[config.mk]
export PLATFORM = sky130hd
export DESIGN_NAME = spi_master_ctrl
export DESIGN_NICKNAME = d
export VERILOG_FILES = /design/src/rtl/spi_globals_pkg.sv /design/src/rtl/spi_sclk_gen.sv /design/src/rtl/spi_master_ctrl.sv
export SDC_FILE = /design/constraint.sdc
export NUM_CORES = 1
export LEC_CHECK = 0
export CORE_MARGIN = 1
export CORE_UTILIZATION = 52
export CTS_BUF_LIST = sky130_fd_sc_hd__clkbuf_8
export DETAILED_ROUTE_END_ITERATION = 8
export PLACE_DENSITY = 0.79
export SLEW_MARGIN = 30
export SYNTH_ARGS = -nofsm -noshare
export SYNTH_HDL_FRONTEND = slang
export SYNTH_SLANG_ARGS = --single-unit
[constraint.sdc]
create_clock -name pclk -period 2.55 [get_ports pclk]
set_clock_uncertainty 0.1 [all_clocks]
set_input_delay 0.255 -clock pclk [delete_from_list [all_inputs] [get_ports pclk]]
set_output_delay 0.255 -clock pclk [all_outputs]
set_load 0.02 [all_outputs]
[src/rtl/spi_globals_pkg.sv]
// spi_globals_pkg: shared SPI sizing, master FSM states and config bundle.
// Holds NO_OF_SLAVES, DATA_WIDTH, spi_master_state_e, spi_master_cfg_s.
package spi_globals_pkg;

  localparam int NO_OF_SLAVES = 1;
  localparam int DATA_WIDTH   = 8;

  typedef enum logic [1:0] {
    IDLE,
    SETUP,
    XFER,
    HOLD
  } spi_master_state_e;

  typedef struct packed {
    logic       cpol;
    logic       cpha;
    logic       lsb_first;
    logic [7:0] baud_div;
    logic [7:0] c2t_delay;
    logic [7:0] t2c_delay;
  } spi_master_cfg_s;

  // A programmed delay of 0 behaves as 1.
  function automatic logic [7:0] min1(input logic [7:0] v);
    return (v == 8'd0) ? 8'd1 : v;
  endfunction

endpackage

[src/rtl/spi_sclk_gen.sv]
// spi_sclk_gen: sclk register plus leading/trailing/last edge strobes.
// In: pclk, areset, en, idle, cpol, baud_div, baud_cnt, edge_cnt. Out: sclk, lead_pulse, trail_pulse, last_edge.
module spi_sclk_gen #(
  parameter int EW    = 5,
  parameter int NEDGE = 16
) (
  input  logic          pclk,
  input  logic          areset,
  input  logic          en,
  input  logic          idle,
  input  logic          cpol,
  input  logic [7:0]    baud_div,
  input  logic [7:0]    baud_cnt,
  input  logic [EW-1:0] edge_cnt,
  output logic          sclk,
  output logic          lead_pulse,
  output logic          trail_pulse,
  output logic          last_edge
);

  logic tick;

  assign tick        = en && (baud_cnt == baud_div);
  // Even edge indices move away from cpol.
  assign lead_pulse  = tick && !edge_cnt[0];
  assign trail_pulse = tick && edge_cnt[0];
  assign last_edge   = tick && (edge_cnt == EW'(NEDGE - 1));

  always_ff @(posedge pclk) begin
    if (!areset) begin
      sclk <= 1'b0;
    end else if (idle) begin
      sclk <= cpol;
    end else if (tick) begin
      sclk <= ~sclk;
    end
  end

endmodule

[src/rtl/spi_master_ctrl.sv]
// spi_master_ctrl: SPI master engine, all CPOL/CPHA modes, baud and CS delays.
// In: pclk, areset, start, cpol, cpha, lsb_first, baud_div, c2t/t2c_delay, slave_sel, tx_data, miso0. Out: busy, done, rx_data, sclk, cs, mosi0.
module spi_master_ctrl
  import spi_globals_pkg::*;
#(
  parameter int NO_OF_SLAVES = spi_globals_pkg::NO_OF_SLAVES,
  parameter int DATA_WIDTH   = spi_globals_pkg::DATA_WIDTH,
  localparam int SW = (NO_OF_SLAVES > 1) ? $clog2(NO_OF_SLAVES) : 1
) (
  input  logic                    pclk,
  input  logic                    areset,
  input  logic                    start,
  input  logic                    cpol,
  input  logic                    cpha,
  input  logic                    lsb_first,
  input  logic [7:0]              baud_div,
  input  logic [7:0]              c2t_delay,
  input  logic [7:0]              t2c_delay,
  input  logic [SW-1:0]           slave_sel,
  input  logic [DATA_WIDTH-1:0]   tx_data,
  output logic                    busy,
  output logic                    done,
  output logic [DATA_WIDTH-1:0]   rx_data,
  output logic                    sclk,
  output logic [NO_OF_SLAVES-1:0] cs,
  output logic                    mosi0,
  input  logic                    miso0
);

  localparam int NEDGE = 2 * DATA_WIDTH;
  localparam int EW    = $clog2(NEDGE + 1);
  localparam int BW    = (DATA_WIDTH > 1) ? $clog2(DATA_WIDTH) : 1;

  spi_master_state_e state, state_next;
  spi_master_cfg_s   cfg;

  logic [SW-1:0]           sel_q;
  logic [DATA_WIDTH-1:0]   tx_q;
  logic [DATA_WIDTH-1:0]   rx_sh;
  logic [NO_OF_SLAVES-1:0] cs_lo;
  logic [7:0]              dly_cnt;
  logic [7:0]              baud_cnt;
  logic [EW-1:0]           edge_cnt;
  logic [BW-1:0]           bit_k;
  logic [BW-1:0]           shift_k;
  logic accept, dly_end, active;
  logic idle, xfer_en, gen_cpol;
  logic lead_pulse, trail_pulse, last_edge;
  logic shift_pulse, sample_pulse;

  function automatic logic [BW-1:0] bit_pos(
    input logic          lsb,
    input logic [BW-1:0] k
  );
    return lsb ? k : BW'(DATA_WIDTH - 1) - k;
  endfunction

  assign idle     = (state == IDLE);
  assign xfer_en  = (state == XFER);
  assign gen_cpol = idle ? cpol : cfg.cpol;
  assign accept   = idle && start && (32'(slave_sel) < NO_OF_SLAVES);

  // Cycles spent in SETUP/HOLD; SETUP counts one extra cycle for cs to fall.
  always_comb begin
    dly_end = 1'b0;
    if (state == SETUP) begin
      dly_end = (dly_cnt == min1(cfg.c2t_delay));
    end else if (state == HOLD) begin
      dly_end = (dly_cnt == min1(cfg.t2c_delay) - 8'd1);
    end
  end

  always_ff @(posedge pclk) begin
    if (!areset) begin
      state <= IDLE;
    end else begin
      state <= state_next;
    end
  end

  always_comb begin
    state_next = state;
    unique case (state)
      IDLE:    if (accept)    state_next = SETUP;
      SETUP:   if (dly_end)   state_next = XFER;
      XFER:    if (last_edge) state_next = HOLD;
      HOLD:    if (dly_end)   state_next = IDLE;
      default: state_next = IDLE;
    endcase
  end

  // busy/cs cover SETUP..HOLD but drop on the edge that returns to IDLE.
  assign active = !idle && (state_next != IDLE);

  always_comb begin
    cs_lo = '1;
    for (int i = 0; i < NO_OF_SLAVES; i++) begin
      if (sel_q == SW'(i)) cs_lo[i] = 1'b0;
    end
  end

  spi_sclk_gen #(
    .EW    (EW),
    .NEDGE (NEDGE)
  ) u_sclk (
    .pclk        (pclk),
    .areset      (areset),
    .en          (xfer_en),
    .idle        (idle),
    .cpol        (gen_cpol),
    .baud_div    (cfg.baud_div),
    .baud_cnt    (baud_cnt),
    .edge_cnt    (edge_cnt),
    .sclk        (sclk),
    .lead_pulse  (lead_pulse),
    .trail_pulse (trail_pulse),
    .last_edge   (last_edge)
  );

  // cpha=0 already shows bit 0 from SETUP, so its final trailing edge is idle.
  assign bit_k        = edge_cnt[BW:1];
  assign shift_k      = cfg.cpha ? bit_k : bit_k + BW'(1);
  assign shift_pulse  = cfg.cpha ? lead_pulse : (trail_pulse && !last_edge);
  assign sample_pulse = cfg.cpha ? trail_pulse : lead_pulse;

  always_ff @(posedge pclk) begin
    if (!areset) begin
      cfg      <= '0;
      sel_q    <= '0;
      tx_q     <= '0;
      rx_sh    <= '0;
      rx_data  <= '0;
      dly_cnt  <= '0;
      baud_cnt <= '0;
      edge_cnt <= '0;
      cs       <= '1;
      mosi0    <= 1'b0;
      busy     <= 1'b0;
      done     <= 1'b0;
    end else begin
      done <= 1'b0;
      busy <= active;
      cs   <= active ? cs_lo : '1;
      unique case (state)
        IDLE: begin
          if (accept) begin
            cfg.cpol      <= cpol;
            cfg.cpha      <= cpha;
            cfg.lsb_first <= lsb_first;
            cfg.baud_div  <= baud_div;
            cfg.c2t_delay <= c2t_delay;
            cfg.t2c_delay <= t2c_delay;
            sel_q         <= slave_sel;
            tx_q          <= tx_data;
            rx_sh         <= '0;
            dly_cnt       <= '0;
          end
        end
        SETUP: begin
          baud_cnt <= '0;
          edge_cnt <= '0;
          dly_cnt  <= dly_cnt + 8'd1;
          if (!cfg.cpha) begin
            mosi0 <= tx_q[bit_pos(cfg.lsb_first, '0)];
          end
        end
        XFER: begin
          if (lead_pulse || trail_pulse) begin
            baud_cnt <= '0;
            edge_cnt <= edge_cnt + EW'(1);
          end else begin
            baud_cnt <= baud_cnt + 8'd1;
          end
          if (shift_pulse) begin
            mosi0 <= tx_q[bit_pos(cfg.lsb_first, shift_k)];
          end
          if (sample_pulse) begin
            rx_sh[bit_pos(cfg.lsb_first, bit_k)] <= miso0;
          end
          if (last_edge) dly_cnt <= '0;
        end
        HOLD: begin
          if (dly_end) begin
            done    <= 1'b1;
            rx_data <= rx_sh;
          end else begin
            dly_cnt <= dly_cnt + 8'd1;
          end
        end
        default: ;
      endcase
    end
  end

endmodule

## Yosys cells after proc, flatten, opt, wreduce, memory -nomap -nowiden

Index checks and enable logic that the tools add are counted.
W data, S select, Z words.

- $lt $le $gt $ge: 5
- Reduce and logical (&&, ||, !) cells: 28
- Multiplexer cells: 39
- Equal/unequal tests: 14
- Bitwise logic cells: 1
- Add/subtract/negate cells: 7

Operator list:

| cell | count |
|---|---|
| $mux W8 | 7 |
| $pmux W8 S2 | 2 |
| $pmux W8 S4 | 1 |
| $eq A8 B8 Y1 | 3 |
| $add A8 B1 Y8 const B | 2 |
| $logic_not A8 Y1 | 2 |
| $ne A2 B2 Y1 const B | 7 |
| $mux W1 | 13 |
| $lt A3 B4 Y1 const B | 3 |
| $mux W3 | 4 |
| $pmux W5 S2 | 1 |
| $reduce_and A2 Y1 | 5 |
| $logic_and A1 B1 Y1 | 9 |
| $reduce_and A3 Y1 | 3 |
| $bwmux W8 | 1 |
| $mux W2 | 4 |
| $pmux W2 S4 | 1 |
| $reduce_bool A2 Y1 | 4 |
| $sub A8 B1 Y8 const B | 1 |
| $bmux W1 S3 | 2 |
| $sub A3 B3 Y3 const A | 2 |
| $add A5 B1 Y5 const B | 1 |
| $eq A5 B4 Y1 const B | 1 |
| $mux W5 | 1 |
| 11 further kinds | 14 |

- Flip-flop bits (word level): 79
- Word-level logic and storage cells: 112
- Output and inout bits: 13

## Depth between registers and ports, before layout

Gate-level depths: netlist of the first run.

- Word-level depth: 11
- Depth in mapped cells: 12

## Hierarchy

From an unflattened synthesis of the first run, not the netlist that was laid out.

- Cell total of the unflattened synthesis: 538
- Area total of the unflattened synthesis: 4,214.0 um2

Modules (own cells, without submodules):

| module | cells an instance | times used | sequential area each (um2) | area each (um2) |
|---|---|---|---|---|
| spi_master_ctrl | 515 | 1 | 1,581.5 | 4,018.9 |
| spi_sclk_gen | 23 | 1 | 20.0 | 195.2 |

## Worst setup path after synthesis of the first run

Ideal clock, no wire load.

- Path type: reg2reg
- Start: reg cfg[2] in the netlist's numbering
- End: reg rx_data[0]
- Stages on the path, launching flop included: 13
- Setup slack: -0.234 ns
- Arrival time: 2.560 ns
- Period minus slack after synthesis: 2.784 ns
- Setup time: 0.124 ns
- Cells stage by stage: dfxtp_1 > buf_6 > nor4_1 > a21oi_1 > ha_1 > xnor2_1 > nor3b_1 > o21ai_0 > nor4b_2 > a21oi_1 > nand2b_1 > buf_2 > mux2i_1

- Word-level cells in the longest chain between the ends: 7

Ends and longest elaborated chain:

| what | line | source |
|---|---|---|
| start: declaration | spi_master_ctrl.sv:35 | `spi_master_cfg_s cfg;` |
| $logic_not A8 Y1 | spi_globals_pkg.sv:26 | `return (v == 8'd0) ? 8'd1 : v;` |
| $mux W8 * | spi_globals_pkg.sv:26 |  |
| $sub A8 B1 Y8 * | spi_master_ctrl.sv:69 | `dly_end = (dly_cnt == min1(cfg.t2c_delay) - 8'd1);` |
| $eq A8 B8 Y1 * | spi_master_ctrl.sv:69 |  |
| $mux W1 * | spi_master_ctrl.sv:68 | `end else if (state == HOLD) begin` |
| $mux W1 * | spi_master_ctrl.sv:66 | `if (state == SETUP) begin` |
| $reduce_and A2 Y1 (no source line) * | - |  |
| end signal: assignment | spi_master_ctrl.sv:185 | `rx_data <= rx_sh;` |
| end: declaration | spi_master_ctrl.sv:23 | `output logic [DATA_WIDTH-1:0] rx_data,` |

Every way passes the cells marked *; elsewhere a longest branch is shown, timed or not.
A chain may end at the register's enable or synchronous reset.

## Worst setup path after layout of the first run

- Start: reg cfg[1] in the netlist's numbering
- End: reg dly_cnt[3]

- Word-level cells in the longest chain between the ends: 8

Ends and longest elaborated chain:

| what | line | source |
|---|---|---|
| $logic_not A8 Y1 | spi_globals_pkg.sv:26 |  |
| $mux W8 * | spi_globals_pkg.sv:26 |  |
| $sub A8 B1 Y8 * | spi_master_ctrl.sv:69 |  |
| $eq A8 B8 Y1 * | spi_master_ctrl.sv:69 |  |
| $mux W1 * | spi_master_ctrl.sv:68 |  |
| $mux W1 * | spi_master_ctrl.sv:66 |  |
| $ne A2 B2 Y1 (no source line) * | - |  |
| $reduce_and A3 Y1 (no source line) * | - |  |
| end signal: assignment | spi_master_ctrl.sv:162 | `dly_cnt <= dly_cnt + 8'd1;` |
| end signal: assignment | spi_master_ctrl.sv:187 | `dly_cnt <= dly_cnt + 8'd1;` |
| end: declaration | spi_master_ctrl.sv:41 | `logic [7:0] dly_cnt;` |

Marks and branches as above.

==> summary.txt, run 1 <==
Detailed routing
  • Final wirelength: 9.96 mm
  • DRT Pass-1 Iters: 5
  • Via Count: 3780
  • Post-DRT Antenna Nets: 0
  • Via density: 5.53
  • DRT iter0 DRCs: 154
  • Residual DRC: 0
  • Avg WL per Cell: 14.6 um

Setup path
  • Worst path required time: 2.75 ns
  • Worst Setup EP: dly_cnt[3]
  • Worst EP arrival: 2.83 ns
  • Setup crit start: cfg[1]
  • Critical path launch point type: register
  • CP max-delay cell: or4_1
  • Reg2Reg Depth: 11
  • Crit-path cells: nor4_4 -> a21oi_2 -> ha_4 -> xor2_1 -> nor2_1 -> a211oi_2 -> nor4b_4 -> buf_4 -> a21bo_4 -> or4_1 -> nand2_1
  • Maximum fanout along the worst path: 7
  • Crit Path Class: reg2reg
  • Crit. path cell count: 11
  • R2r startpoint: cfg[1]
  • Worst R2R Setup Slack: -0.08 ns
  • Worst r2r dst: dly_cnt[3]
  • Worst path max stage delay: 0.39 ns
  • CP bufs+invs: 1
  • Crit. End Element: register
  • Top cell family by delay on the critical path: simple AND/OR/NAND/NOR gates

GRT
  • Largest net degree at the start of global routing: 35
  • Initial antenna violation count: 0
  • GR Overflow Total: 0
  • Vias in the first global route: 3655
  • First-pass GRT wire length: 17.2 mm
  • GRT Total Usage: 25.5%

Place
  • GPL Wtd Cong: 0.813
  • DP Area: 4920 sq um
  • I/O Buffers: 52
  • Hpwl dp: 6.94 mm

Pwr
  • Pleak: 0.00214 uW
  • Pwr Density: 684 nW/um^2
  • VDD IR max: 0.000527 V
  • Design Power: 3620 uW

Logic synthesis
  • Ys Warns: 0
  • Yosys top cell by area: dfxtp_1
  • Yosys top cell area share: 38.2%
  • Top cells by area, synth: dfxtp_1 38%, nand2_1 9.8%, a21boi_0 6.5%, xor2_1 4.9%, mux2i_1 3.9%
  • #FFs+latches synth: 79
  • Dominant synthesized flop cell: dfxtp_1
  • Synth top cells by count: 108 x nand2_1, 79 x dfxtp_1, 36 x a21boi_0, 28 x o21ai_0, 24 x clkbuf_1
  • Post-Syn Nets: 554
  • Instance count of the mapped netlist: 504
  • Most common cell in the netlist: nand2_1
  • Synthesized area per cell: 8.21 sq um
  • Async set-reset flop share out of synthesis: 0%
  • Synth unique cells: 47
  • Syn Std Cell Area: 4140 sq um
  • Post-synthesis sequential area ratio: 38.2%
  • EDFF count, synth: 0

Floorplan
  • # rows: 32
  • Die Ht: 91.2 um
  • Starting density of the core: 53.5%
  • Die area: 8320 sq um
  • Top-Level Pins: 53
  • Core footprint: 7730 sq um
  • Die X: 91.2 um

CTS
  • H-tree depth: 3
  • Clock sink count: 79
  • Root Driver: clkbuf_8
  • Clk_lat worst skew: 0.35 ns
  • Num CTS Buffers: 9
  • Clk slew on worst S/H paths: 0.08 ns
  • Clock buffer depth: 2
  • CTS tree: done

Timing
  • Tcrit/Tclk final: 103%
  • Worst rel slew slack: 68.6%
  • Upper clock frequency limit: 380 MHz
  • # setup viols final: 13
  • Max-slew violation count: 0
  • Min Hold Slack: 0.268 ns
  • Final Hold Viols: 0
  • Tmin final: 2.63 ns
  • RSZ-0062 raised after global routing: true
  • Actual slew at the worst max-slew pin: 0.466 ns
  • Setup TNS: -0.417 ns
  • Slack of the critical path: -0.0823 ns

Layout
  • Fillcell total: 603
  • Area delta synth->final: 28.1%
  • Final Cell Area: 5300 sq um
  • Antenna cells: 0
  • Fin util: 68.6%
  • Proportion of layout cells with a drive suffix above 1: 14.8%
  • Fin nets: 626

Hold path
  • Hold Path Class: in2reg

Flow run
  • Max-Cap Viols: 0

Outcome
  • Failing checks: setup timing
  • Outcome: complete, but fails checks
-- power breakdown --
part	leakage (uW)	switching [uW]	internal [uW]	total, uW
Sequential	0.000641	60.9	1310	1370
Combinational	0.00138	629	548	1180
Clock	0.000117	471	605	1080
-- worst reg2reg max path, cell delays in order, from the launching register on --
cell and delay, ns:
dfxtp_2 0.34, nor4_4 0.32, a21oi_2 0.13, ha_4 0.20
xor2_1 0.12, nor2_1 0.08, a211oi_2 0.34, nor4b_4 0.11
buf_4 0.15, a21bo_4 0.23, or4_1 0.39, nand2_1 0.08
-- cells in the final DEF, fill, tap and decap left out, types with 7 or more instances in the layout --
cell type        instances
and2_1                   9
o21ai_0                 21
nand2_1                107
dfxtp_1                 77
a21o_1                   9
a21boi_0                35
a21oi_1                 16
buf_4                   38
nor2_1                  19
nor2b_1                  7
xnor2_1                 12
ha_1                     9
clkdlybuf4s50_1         51
inv_1                   10
mux2i_1                 15
nand3_1                 13
xor2_1                  23
clkbuf_8                11
-- cell type report --
class                   instances  area (sq um)  area share, %
multi-input cells             387          2520           47.6
clock buffers                  11           151           2.86
inverters                       9          33.8          0.638
flip-flops and latches         79          1580           29.9
repair buffers                 90           801           15.1
clock inverters                 5          80.1           1.51
well taps                     102           128           2.41
-- metrics by stage --
stage	std cells	setup WS (ns)
finish	683	-0.0823
detailed placement	662	-0.133
CTS	683	-0.0303
floorplan	504	0.0210
global route	683	-0.199
global placement	662	-0.0524
-- flip-flops by register name, indices dropped and copies added (netlist names) --
register / count
dly_cnt: 8
mosi0: 1
cs: 1
rx_data: 8
u_sclk.sclk: 1
tx_q: 8
busy: 1
state: 2
baud_cnt: 8
sel_q: 1
rx_sh: 8
edge_cnt: 5
done: 1
cfg: 26
-- logic make-up (layout without fill, tap and decap cells) --
logic type	Yosys count	in the layout	share of synthesized area, %
XOR/XNOR	36	36	7.62
AO/OA/AOI/OAI	119	120	18.8
buffers and inverters	39	115	4.08
flip-flops	79	79	38.2
multiplexers	19	19	5.23
AND/OR/NAND/NOR	202	202	23.0
adder cells (fa/ha/maj)	10	10	3.02
-- what timing repair did --
| item | in CTS | in global routing |
|---|---|---|
| gates cloned | 1 | 0 |
| resized for setup | 15 | 18 |
| pin swaps | 15 | 14 |
| buffers inserted | 4 | 2 |
| hold buffers | 0 | 0 |
| endpoints found under the setup margin | 16 | 24 |
-- metal layers --
| metal | vias to the layer above | share of wire, % | global-route usage [%] |
|---|---|---|---|
| met5 | - | 0 | 0 |
| met2 | 118 | 47 | 41.2 |
| met4 | 0 | 1.9 | 10.7 |
| met3 | 19 | 4.5 | 3.18 |
| li1 | 1890 | - | - |
| met1 | 1753 | 46 | 34.3 |
-- worst min-delay path by stage --
| stage | startpoint | endpoint | slack, ns | depth (start not counted) |
|---|---|---|---|---|
| floorplan | t2c_delay[0] | cfg[0] | 0.30 | 2 |
| global route | areset | cfg[1] | 0.29 | 2 |
| finish | areset | cfg[2] | 0.27 | 2 |
| detailed placement | sel_q | cs | 0.33 | 1 |
| global placement | sel_q | cs | 0.32 | 1 |
| CTS | areset | cfg[2] | 0.25 | 2 |
(Power assumes the default switching activity.)
==> inputs of run 2 (changes only) <==
CORE_UTILIZATION = 45   (was 52)
PLACE_DENSITY = 0.7   (was 0.79)
==> run 2 against run 1 <==
Compared with the run above: the run ends with DRC left; sequential share of layout area about the same; fmax increased by 5.2%; count of clock-buffer cells in the layout decreased by 1; worst setup slack improved by 0.13 ns; cell count increased by 1.5%; sequential power about the same; routed wire length decreased by 2.7%; clock power increased by 6%; non-clock buffer count increased by 4; die area increased by 15%; total power increased by 1.4%; critical endpoint is now dly_cnt[6].
==> summary.txt, run 2 (synthesis gave the netlist of run 1 again) <==
Outcome
  • Outcome: complete, but fails checks
  • Failing checks: DRC

Floorplan
  • Die X: 97.9 um (+7.3%)
  • Die area: 9580 sq um (+15%)
  • Top-Level Pins: 53 (unchanged)
  • # rows: 34 (+6.3%)
  • Starting density of the core: 47.0% (-6.6 points)
  • Die Ht: 97.9 um (+7.3%)
  • Core footprint: 8810 sq um (+14%)

Setup path
  • Worst EP arrival: 2.70 ns (-0.13 ns)
  • Maximum fanout along the worst path: 7 (unchanged)
  • Worst path required time: 2.75 ns (about the same)
  • Worst path max stage delay: 0.35 ns (-0.04 ns)
  • CP max-delay cell: or3_1
  • Crit-path cells: nor4_4 -> a21oi_2 -> ha_4 -> nand2_1 -> mux2i_1 -> a211oi_2 -> nor4b_2 -> buf_4 -> a21bo_2 -> or3_1 -> a21oi_1
  • Critical path launch point type: register
  • Crit. End Element: register
  • Crit Path Class: reg2reg

CTS
  • CTS tree: done
  • Clk_lat worst skew: 0.36 ns (about the same)
  • Clock sink count: 79 (unchanged)
  • Clock buffer depth: 2 (unchanged)
  • H-tree depth: 3 (unchanged)
  • Root Driver: clkbuf_8
  • Hold-fix buffers at CTS: 0 (unchanged)
  • Num CTS Buffers: 9 (unchanged)
  • Clk slew on worst S/H paths: 0.08 ns (about the same)

Timing
  • Actual slew at the worst max-slew pin: 0.466 ns (+0.000215 ns)
  • Setup TNS: 0 ns (+0.417 ns)
  • Worst rel slew slack: 68.6% (about the same)
  • RSZ-0062 raised after global routing: true
  • # setup viols final: 0 (-13)
  • Slack of the critical path: 0.0488 ns (+0.131 ns)
  • Tcrit/Tclk final: 98.1% (-5.1 points)
  • Upper clock frequency limit: 400 MHz (+5.2%)
  • Final Hold Viols: 0 (unchanged)
  • Max-slew violation count: 0 (unchanged)
  • Tmin final: 2.50 ns (-0.131 ns)

Detailed routing
  • Via density: 5.41 (-2.3%)
  • Avg WL per Cell: 14.0 um (-4.1%)
  • Residual DRC: 2 (+2)
  • DRT Pass-1 Iters: 6 (+1)
  • DRT iter0 DRCs: 169 (+9.7%)
  • Post-DRT Antenna Nets: 0 (unchanged)
  • Final wirelength: 9.69 mm (-2.7%)
  • Via Count: 3746 (-0.90%)

GRT
  • Largest net degree at the start of global routing: 35 (unchanged)
  • Vias in the first global route: 3560 (-2.6%)
  • Initial antenna violation count: 0 (unchanged)
  • First-pass GRT wire length: 16.5 mm (-4.1%)
  • GRT Total Usage: 21.4% (-4.1 points)
  • GR Overflow Total: 0 (unchanged)

Layout
  • Commonest non-fill, non-tap cell in the layout: nand2_1
  • Max FFs per register: 26 (unchanged)
  • Proportion of layout cells with a drive suffix above 1: 14.2% (-0.61 points)
  • Area delta synth->final: 28.5%
  • Fin util: 60.4% (-8.2 points)
  • Reg with most FFs: cfg
  • Most frequent cells in the layout: 108 x nand2_1, 76 x dfxtp_1, 51 x clkdlybuf4s50_1
  • Layout Cells excl Fill: 693 (+1.5%)
  • Fin nets: 630 (+0.64%)
  • Antenna cells: 0 (unchanged)

Pwr
  • Design Power: 3680 uW (+1.4%)
  • Pleak: 0.00215 uW (+0.53%)
  • VDD IR max: 0.000293 V (-44%)
  • Pwr Density: 691 nW/um^2 (+1.1%)

Place
  • Placed insts: 670 (+1.2%)
  • Pre-CTS setup slack: -0.127 ns (+0.00524 ns)
  • Hpwl dp: 6.88 mm (-0.78%)
  • I/O Buffers: 52 (unchanged)
  • GPL Wtd Cong: 0.849 (+4.5%)

Flow run
  • Max-Cap Viols: 0 (unchanged)

Hold path
  • Hold Path Class: in2reg
[run 2: cell types whose count changed in the layout (fill, tap and decap cells not counted), moves of 2 or more]
| cell | before | now |
|---|---|---|
| a21oi_1 | 16 | 19 |
| a21oi_2 | 5 | 2 |
| buf_4 | 38 | 41 |
| o21ai_0 | 21 | 24 |
| o21ai_1 | 4 | 2 |
[run 2: timing repair]
item / in CTS / in global routing
setup buffers: 4 / 3
gates cloned: 0 / 1
pin swaps: 9 / 7
gates resized for setup: 10 / 12
setup endpoints to repair: 18 / 22
[run 2: worst max-delay path: cells and delay by family (launching register included)]
kind | cells | cell delay (ns)
flops | 1 | 0.34
buf+inv | 1 | 0.16
fa+ha+maj | 1 | 0.20
simple gates | 4 | 0.78
compound gates | 4 | 0.77
mux | 1 | 0.08
[run 2: final timing paths]
path,cells past startpoint,endpoint,slack [ns],startpoint
hold reg to reg,1,cs,0.36,sel_q
hold / removal,2,cfg[1],0.24,areset
setup / recovery,11,dly_cnt[6],0.05,cfg[1]
setup reg to reg,11,dly_cnt[6],0.05,cfg[1]
[run 2: cell type report]
class	count	area [sq um]
clock inverter	6	109
multi-input combinational	387	2480
sequential	79	1590
clock buffer	10	138
inverter	9	33.8
timing repair buffer	94	835
tap	108	135
fill	771	3490
[run 2: per-layer routing]
metal | global-route usage [%] | share of wire [%] | up-vias | routed length (um)
li1 | - | - | 1882 | -
met5 | 0 | 0 | - | 0
met1 | 28.0 | 47 | 1772 | 4570
met4 | 8.28 | 1.6 | 0 | 155
met3 | 4.08 | 3.9 | 18 | 377
met2 | 34.8 | 47 | 74 | 4590
[run 2: report_power, final]
| group | leakage (uW) | total [uW] | switching [uW] | internal, uW |
|---|---|---|---|---|
| Combinational | 0.00139 | 1160 | 604 | 560 |
| Sequential | 0.000642 | 1380 | 65.2 | 1310 |
| Clock | 0.000120 | 1140 | 464 | 673 |
| Total | 0.00215 | 3680 | 1130 | 2540 |
[run 2: per-stage QoR]
| step | instance area (sq um) | hold WS (ns) |
|---|---|---|
| final | 5320 | 0.245 |
| after global placement | 4940 | 0.320 |
| after global routing | 5320 | 0.252 |
| after floorplan | 4160 | 0.300 |
| after detailed placement | 4940 | 0.354 |
| after CTS | 5260 | 0.230 |
==> RTL change (config.mk and constraints of run 1) <==
The package constant `DATA_WIDTH` goes from 8 to 32.
--- a/src/rtl/spi_globals_pkg.sv
+++ b/src/rtl/spi_globals_pkg.sv
@@ -4,5 +4,5 @@
 
   localparam int NO_OF_SLAVES = 1;
-  localparam int DATA_WIDTH   = 8;
+  localparam int DATA_WIDTH   = 32;
 
   typedef enum logic [1:0] {
Ports: changed (resized rx_data and tx_data); port bits go from 53 to 101. The function was not compared with the original's and may differ.
==> RTL change against run 1 <==
The run still ends with negative setup slack left. Power is 76% higher. Final area is 71% higher. Synthesized area is 69% higher. Sequential cell count is 74 higher. Setup slack worse by 0.14 ns. Global-route usage is 1.5 points lower. Clock power is 62% higher. Wire length is 67% higher. Count of clock-buffer cells in the layout is 8 higher.
==> RTL change: results (changes against run 1) <==
set qor(setup_violations) 42 ;# +29
set qor(worst_slack_ns) -0.2257 ;# -0.1435 ns
set qor(fillCellCount) 1022 ;# +69%
set qor(cellLeakagePower_nw) 3.530 ;# +65%
set qor(yosysSeqAreaShare) 0.4389 ;# +0.05653
set qor(detail_route.vias_per_cell) 5.430 ;# -1.9%
set qor(cp_data_arrival_time_ns) 3.07 ;# +0.24 ns
set qor(switching_power_mw) 2.072 ;# +79%
set qor(layout.cells.non_filler) 1164 ;# +70%
set qor(post_synth_most_frequent_cells) {nand2_1 (168), dfxtp_1 (153), nor2_1 (108)}
set qor(synth.area.top_cells) {dfxtp_1 (44%), nand2_1 (9.0%), mux2i_1 (8.0%)}
set qor(failing_checks) {negative setup slack}
set qor(ctsHtreeMaxLevel) 4 ;# +1
set qor(detail_route.wirelength_mm) 16.65 ;# +67%
set qor(cts_buffer_count) 17 ;# +8
set qor(place_hpwl_mm) 11.03 ;# +59%
set qor(gpl.final_weighted_congestion) 0.8613 ;# +6.0%
set qor(outcome) {finished, violations left}
set qor(worst_setup_path_endpoint) {dly_cnt[7]}
set qor(numPlacedInstances) 1129 ;# +71%
set qor(hold_path_startpoint) {t2c_delay[3]}
set qor(cts_resized) 9 ;# -6
set qor(clock_net_power_mw) 1.75 ;# +62%
set qor(slowest_stage) {or4_4}
set qor(drive_gt1_frac) 0.1220 ;# -0.02604
set qor(worstSkewPairLatency_ns) 0.46 ;# +0.11 ns
set qor(post_cts.repair.setup_buffers) 1 ;# -3
set qor(cts_buffer_depth) 2 ;# unchanged
set qor(pwr-share-clk) 0.276 ;# -0.021
set qor(comb_power_share) 0.304 ;# -0.021
set qor(synthesis.instances) 856 ;# +70%
set qor(first_iter_violations) 502 ;# +230%
set qor(grt_pass1_vias) 5746 ;# +57%
set qor(crit_path_max_incr_delay_ns) 0.53 ;# +0.14 ns
set qor(placement.io_buffers) 100 ;# +92%
set qor(ff2ff_path_depth) 10 ;# -1
## RTL change: worst min-delay path: cells and delay by family
kind / cells / cell delay [ns]
AND/OR/NAND/NOR: 1 / 0.06
AO/OA/AOI/OAI: 1 / 0.05
buffers and inverters: 1 / 0.40
## RTL change: layout make-up
class / instances / area share
inverter: 8 / 0.003318
clock inverter: 11 / 0.01175
timing repair buffer: 157 / 0.1717
multi-input combinational: 644 / 0.4217
clock buffer: 19 / 0.02890
sequential: 153 / 0.3389
tap: 172 / 0.02378
## RTL change: per-stage QoR
step,worst slack (ns),cell area [µm²]
after global placement,-0.1716,8477
after detailed placement,-0.2052,8477
after floorplan,-0.2048,6999
final,-0.2257,9050
after global routing,-0.3248,9050
after CTS,-0.1581,8881
## RTL change: how the worst min path moves through the flow
stage | slack, ns | cells after the start | to
2_1_floorplan | 0.28 | 2 | cfg[1]
3_3_place_gp | 0.34 | 2 | tx_q[19]
3_5_place_dp | 0.35 | 2 | tx_q[19]
4_1_cts | 0.22 | 3 | tx_q[8]
5_1_grt | 0.22 | 3 | cfg[1]
6_report | 0.24 | 3 | cfg[3]
## RTL change: logic make-up (layout without fill, tap and decap cells)
group | after synthesis | count (layout) | share of synthesized area
fa+ha+maj | 9 | 9 | 0.01614
compound gates | 179 | 179 | 0.1393
flops | 153 | 153 | 0.4389
mux | 60 | 60 | 0.09322
simple gates | 346 | 346 | 0.2135
buf+inv | 59 | 195 | 0.03621
xor+xnor | 50 | 50 | 0.06275
## RTL change: routing by layer
layer  part of all wire  up-vias  track usage
li1                   -     3150            -
met1               0.46     2974       0.3090
met2               0.48      173       0.3904
met3              0.046       23      0.05717
met4              0.017        0      0.08494
met5                  0        -            0
